===== config.mk =====
export PLATFORM = sky130hd
export DESIGN_NAME = mem_port_arb
export DESIGN_NICKNAME = d
export VERILOG_FILES = /design/src/rtl/mem_port_arb.sv
export SDC_FILE = /design/constraint.sdc
export NUM_CORES = 1
export LEC_CHECK = 0
export BUFFER_PORTS_ARGS = -buffer_cell sky130_fd_sc_hd__buf_2
export CAP_MARGIN = 20
export CORE_AREA = 3 3 119 121
export CTS_BUF_LIST = sky130_fd_sc_hd__clkbuf_16
export DETAILED_ROUTE_END_ITERATION = 8
export DIE_AREA = 0 0 122 124
export GPL_TIMING_DRIVEN = 0
export PLACE_DENSITY = 0.45
export REMOVE_ABC_BUFFERS = 1
export SLEW_MARGIN = 20
export SYNTH_ARGS = -nofsm -noshare
export SYNTH_HDL_FRONTEND = slang
export SYNTH_SLANG_ARGS = --single-unit

===== constraint.sdc =====
create_clock -name clock -period 1.8 [get_ports clock]
set_input_delay 0.18 -clock clock [delete_from_list [all_inputs] [get_ports clock]]
set_output_delay 0.18 -clock clock [all_outputs]
set_load 0.01 [all_outputs]

===== src/rtl/mem_port_arb.sv =====
// rtl/mem_port_arb.sv - two-port arbiter sharing one cache memory port, port 0 priority with starvation bound
module mem_port_arb #(
    parameter int ADDR_WIDTH   = 32,
    parameter int DATA_WIDTH   = 32,
    parameter int BE_WIDTH     = DATA_WIDTH / 8,
    parameter int STARVE_LIMIT = 4
) (
    input  logic                  clock,
    input  logic                  reset_n,

    input  logic                  p0_rd,
    input  logic                  p0_wr,
    input  logic [ADDR_WIDTH-1:0] p0_addr,
    input  logic [DATA_WIDTH-1:0] p0_wr_data,
    input  logic [BE_WIDTH-1:0]   p0_wr_be,
    output logic [DATA_WIDTH-1:0] p0_data,
    output logic                  p0_waitrequest,

    input  logic                  p1_rd,
    input  logic                  p1_wr,
    input  logic [ADDR_WIDTH-1:0] p1_addr,
    input  logic [DATA_WIDTH-1:0] p1_wr_data,
    input  logic [BE_WIDTH-1:0]   p1_wr_be,
    output logic [DATA_WIDTH-1:0] p1_data,
    output logic                  p1_waitrequest,

    output logic                  cache_rd,
    output logic                  cache_wr,
    output logic [ADDR_WIDTH-1:0] cache_addr,
    output logic [DATA_WIDTH-1:0] cache_wr_data,
    output logic [BE_WIDTH-1:0]   cache_wr_be,
    input  logic [DATA_WIDTH-1:0] cache_data,
    input  logic                  cache_waitrequest,

    output logic [1:0]            owner
);

    localparam int CNT_W = $clog2(STARVE_LIMIT + 1);
    localparam logic [CNT_W-1:0] CNT_MAX = CNT_W'(STARVE_LIMIT);

    if (STARVE_LIMIT < 1) begin : g_bad_limit
        $error("mem_port_arb: STARVE_LIMIT must be at least 1");
    end

    typedef enum logic [1:0] {
        IDLE  = 2'd0,
        LOCK0 = 2'd1,
        LOCK1 = 2'd2
    } state_t;

    state_t           state;
    state_t           state_next;
    logic [CNT_W-1:0] starve_cnt;
    logic [CNT_W-1:0] starve_next;
    logic             req0;
    logic             req1;
    logic             grant0;
    logic             grant1;

    assign req0 = p0_rd | p0_wr;
    assign req1 = p1_rd | p1_wr;

    always_ff @(posedge clock) begin
        if (!reset_n) begin
            state      <= IDLE;
            starve_cnt <= '0;
        end else begin
            state      <= state_next;
            starve_cnt <= starve_next;
        end
    end

    // Grant decision: same-cycle in IDLE, held by the owner while locked.
    always_comb begin
        grant0     = 1'b0;
        grant1     = 1'b0;
        state_next = state;
        case (state)
            IDLE: begin
                grant1 = req1 & (~req0 | (starve_cnt == CNT_MAX));
                grant0 = req0 & ~grant1;
                if (grant0 && cache_waitrequest) begin
                    state_next = LOCK0;
                end else if (grant1 && cache_waitrequest) begin
                    state_next = LOCK1;
                end
            end
            LOCK0: begin
                grant0 = req0;
                if (!req0 || !cache_waitrequest) begin
                    state_next = IDLE;
                end
            end
            LOCK1: begin
                grant1 = req1;
                if (!req1 || !cache_waitrequest) begin
                    state_next = IDLE;
                end
            end
            default: begin
                state_next = IDLE;
            end
        endcase
        if (!reset_n) begin
            grant0 = 1'b0;
            grant1 = 1'b0;
        end
    end

    // Waiting cycles of port 1 count up; a completed port-1 transfer resets the bound.
    always_comb begin
        starve_next = starve_cnt;
        if (grant1 && !cache_waitrequest) begin
            starve_next = '0;
        end else if (req1 && !grant1 && (starve_cnt != CNT_MAX)) begin
            starve_next = starve_cnt + 1'b1;
        end
    end

    // With no owner the address/data mux rests on port 0 and rd/wr are gated off.
    assign cache_rd      = (grant0 & p0_rd) | (grant1 & p1_rd);
    assign cache_wr      = (grant0 & p0_wr) | (grant1 & p1_wr);
    assign cache_addr    = grant1 ? p1_addr    : p0_addr;
    assign cache_wr_data = grant1 ? p1_wr_data : p0_wr_data;
    assign cache_wr_be   = grant1 ? p1_wr_be   : p0_wr_be;

    assign p0_data = cache_data;
    assign p1_data = cache_data;

    assign p0_waitrequest = !reset_n ? 1'b1 : (grant0 ? cache_waitrequest : req0);
    assign p1_waitrequest = !reset_n ? 1'b1 : (grant1 ? cache_waitrequest : req1);

    assign owner = {grant1, grant0};

endmodule


* Yosys cells after proc, flatten, opt, wreduce, memory -nomap -nowiden *
Index checks and enable logic that the tools add are counted.

operators by class
  $add $sub $neg = 1
  equality and inequality tests = 7
  mux-type cells = 16
  bitwise operators = 14
  reductions and logical operators = 14

operators with widths
  kind                                                 number
  two-way mux 32 bit                                   2
  two-way mux 2 bit                                    4
  bitwise AND 1 bit                                    6
  two-way mux 1 bit                                    6
  != test 3 bit, second input constant                 2
  one-hot mux 2 bit (3 select lines)                   1
  logical AND 1 bit                                    5
  OR 1 bit                                             5
  logical NOT 1 bit                                    4
  two-way mux 4 bit                                    1
  != test 2 bit, second input constant                 2
  one-hot mux 1 bit (2 select lines)                   2
  adder 3 x 1 -> 3 bit, second input constant          1
  equality test 3 bit, second input constant           1
  inverter 1 bit                                       3
  AND reduction 3 bit                                  1
  equality test 2 x 1 -> 1 bit, second input constant  1
  equality test 2 bit, second input constant           1
  logical NOT 2 bit                                    1
  logical OR 1 bit                                     2
  OR reduction 2 bit                                   1

storage, ports and cells
  register bits = 5
  bits of input ports = 175
  word-level logic and storage cells = 54

* Longest topological paths before layout *
  word-level depth = 10
  mapped depth = 8

* Worst setup path after synthesis *
No wires, ideal clock.

  kind = reg2out
  from = reg starve_cnt[0]
  to = out cache_wr_data[20]
  data arrival time = 1683 ps
  data required time = 1620 ps
  path slack = -63 ps
  cell stages (with the launch flop) = 9
  buffers on the path = 3
  cell sequence = dfxtp_1 > inv_1 > ha_1 > a21oi_2 > or3_1 > buf_2 > buf_6 > buf_6 > mux2_4

on the way
  cells in the longest elaborated chain, start to end = 6

ends and longest elaborated chain
  item                                line  RTL
  start, declared                     53    logic [CNT_W-1:0] starve_cnt;
  start signal, assigned              69    starve_cnt <= starve_next;
  equality test 3 bit                 80    grant1 = req1 & (~req0 | (starve_cnt == CNT_MAX));
  OR 1 bit                            80
  bitwise AND 1 bit                   80
  one-hot mux 1 bit (2 select lines)  78    case (state)
  two-way mux 1 bit                   104   if (!reset_n) begin
  two-way mux 32 bit                  124   assign cache_wr_data = grant1 ? p1_wr_data : p0_wr_data;
  end, declared                       30    output logic [DATA_WIDTH-1:0] cache_wr_data,

No other way between the ends.

* Worst setup path after layout *
  from = reg starve_cnt[1]
  to = out cache_addr[3]

on the way
  cells in the longest elaborated chain, start to end = 6

ends and longest elaborated chain
  item                                line  RTL
  equality test 3 bit                 80
  OR 1 bit                            80
  bitwise AND 1 bit                   80
  one-hot mux 1 bit (2 select lines)  78
  two-way mux 1 bit                   104
  two-way mux 32 bit                  123   assign cache_addr = grant1 ? p1_addr : p0_addr;
  end, declared                       29    output logic [ADDR_WIDTH-1:0] cache_addr,

No other way between the ends.

==> summary.md <==
| Metric | Value |
|---|---|
| Hold_buf cts | 0 |
| DRC viols | 0 |
| CP peak stage delay | between 0.4 and 0.5 ns |
| Synthesized instance count | around 190 |
| CP endpoint kind | primary output |
| Main combinational cell family by area after synthesis | multiplexers |
| Total grt overflow | 0 |
| Worst EP arrival | 1.95 ns |
| Register Area | ~110 µm² |
| Max-slew headroom | 62.8% |
| Fin. max-slew vios | 0 |
| Initial antenna violation count | 14 |
| CTS tree | yes |
| Synth Area in XOR/XNOR | approximately 1.0% |
| Synth Area per Inst | 9.27 µm² |
| Num rows | 42 |
| Synth area leader | mux2_2 |
| CP Buf/Inv Count | 4 |
| Chip Width | between 100 and 150 µm |
| I/O Buffers | roughly 220 |
| Post-synthesis cell type count | 31 |
| Vias in the first global route | about 2.0k |
| Compound-Gate Fraction of Synth Area | under 10% |
| Clock Skews | 0.00282 ns |
| VDD IR max | about 0.5 mV |
| Yosys warns | 0 |
| Crit-path max FO | 6 |
| Fmax | about 0.47 GHz |
| IO Pins | between 300 and 400 |
| Most common cell in the netlist | buf_4 |
| Area of the multi-input gates | about 1100 µm² |
| Placed Cells | around 500 |
| Total power draw | about 1.3 mW |
| Worst setup path class | reg2out |
| Die Area | around 15,000 µm² |
| Core Region | around 13,000 µm² |
| Starting Density | between 10% and 20% |
| Htree depth | 1 |
| CTS max path bufs | 2 |
| Post-DRT Antenna Nets | 0 |
| CTS root buffer | clkbuf_16 |
| Post-synthesis adder-cell area fraction | 1.45% |
| Synth Cell Area | around 1700 µm² |
| Period utilization | 118% |
| DR pass1 iterations | 4 |
| Leakage | roughly 1.6 nW |
| Most used DFF post-synth | dfxtp_1 |
| Gpl congestion | between 0.7 and 0.8 |
| Max-cap violations | 0 |
| Die height | between 100 and 150 µm |
| Ratio of cells with drive above 1 in the final layout | approximately nine tenths |
| Crit path cell chain | inv_2 -> ha_4 -> a21oi_4 -> or3_4 -> buf_12 -> buf_16 -> mux2_2 -> buf_6 |
| Top cells by area, synth | mux2_2 (38%), buf_4 (29%), mux2_4 (8.7%) |
| Routed len/inst | roughly 24 µm |
| Final Non-Filler Cells | between 500 and 600 |
| Simple-gate share of the synthesized area | roughly 3.5% |
| Cell Pwr Density | ~420 nW/µm² |
| Run status | finished, violations left |
| Post-synthesis sequential area ratio | under 10% |
| Post-synthesis mux area share | ~48% |
| Area share of the largest cell type after synthesis | a little under two fifths |
| DPL Wire Length | around 10,000 µm |
| Worst hold path type | in2reg |
| Ant diodes | 0 |
| Final WL | around 12,000 µm |
| DR iter-0 viols | 36 |
| Tmin final | between 2 and 2.5 ns |
| Clock sinks | 5 |
| CTS Buf Count | 3 |
| Via count | approximately 2.1k |
| Synth async-reset ratio | 0% |
| # fillers | 1,453 |
| Commonest cells in the synthesized netlist | buf_4 (66), mux2_2 (58), mux2_4 (10), nor2_1 (7), buf_2 (6) |
| Worst-path clk slew | ~0.030 ns |
| Failing checks | setup timing |
| Slack of the critical path | -0.330 ns |
| Worst Path Required | about 1.6 ns |
| RSZ-0062 raised after global routing | yes |
| Final-report hold violation count | 0 |
| Final setup vio count | 71 |
| Tot GR Track Use | between 10% and 20% |
| CP Launch Type | register |
| Global-route wire length before repair | approximately 15,000 µm |
| Largest net degree at the start of global routing | 25 |
| EDFF count, synth | 0 |
| Design area | 3090 µm² |
| Vias per Instance | 4.03 |
| Slew @ Worst Pin | approximately 0.56 ns |
| Area Overhead vs Synth | 79.5% |
| Delay-heaviest family, CP | buffers and inverters |
| Post-DP Area | about 2500 µm² |
| Final #Nets | 522 |
| #FFs+latches synth | 5 |
| Worst path slowest cell | or3_4 |
| Clock latency on the worst-skew pair | between 0.2 and 0.25 ns |
[cell families after synthesis]
logic type,after synthesis
xor+xnor,2
mux,70
simple gates,13
flops,5
fa+ha+maj,2
buf+inv,78
compound gates,16
[path summary, 6_finish.rpt]
path                      from             to  slack, ns  depth (start not counted)
max              starve_cnt[1]  cache_addr[3]      -0.33                          8
min          cache_waitrequest       state[0]       0.26                          2
max reg2reg      starve_cnt[1]  starve_cnt[0]       0.38                          6
min reg2reg           state[1]       state[1]       0.52                          2
[per-stage QoR]
step | hold WS, ns | worst slack, ns | TNS, ns | utilization, %
after floorplan | 0.302 | -1.53 | -90.02 | -
after global placement | 0.360 | -2.19 | -143.47 | 18.8
after detailed placement | 0.360 | -0.445 | -23.46 | 19.0
after CTS | 0.268 | -0.326 | -18.46 | 23.4
after global routing | 0.301 | -0.369 | -21.32 | 23.5
final | 0.264 | -0.330 | -17.67 | 23.5
[sequential cells by signal, summed over array words and instances (netlist names)]
register	count
starve_cnt	3
state	2
[layout by cell type (no fill, tap or decap), types with 2 or more instances in the layout]
master,count
nor2_1,7
mux2_2,57
clkbuf_16,3
buf_4,6
buf_6,44
mux2_4,11
inv_1,2
dfxtp_2,4
inv_2,3
or3_4,2
buf_16,4
xnor2_1,2
a22o_1,2
buf_2,171
o21ai_0,2
mux2i_1,2
[per-layer routing]
layer,routed length [µm],track usage [%],up-vias
li1,-,-,905
met1,4410,15.5,923
met2,4740,19.4,216
met3,2900,16.7,28
met4,274,3.08,22
met5,150,1.74,-
[power by group]
part	internal, mW	total, mW	switching [mW]
registers	0.124	0.134	0.0101
clock network	0.288	0.361	0.0734
logic	0.486	0.800	0.314
total	0.897	1.29	0.397
[what timing repair did]
action / 4_1_cts / 5_1_grt
endpoints found under the setup margin: 72 / 72
setup buffers: 6 / 0
cloned: 5 / 0
gates resized for setup: 60 / 3
pin swaps: 2 / 0
[cell type report]
cell class                 count  share of cell area (%)
timing repair buffer         227                    50.4
inverter                       4                   0.485
clock inverter                 1                   0.121
clock buffer                   3                    2.43
tap                          176                    7.12
multi-input combinational    104                    36.1
sequential                     5                    3.40
Note: power is estimated with default switching activity, not from simulation.
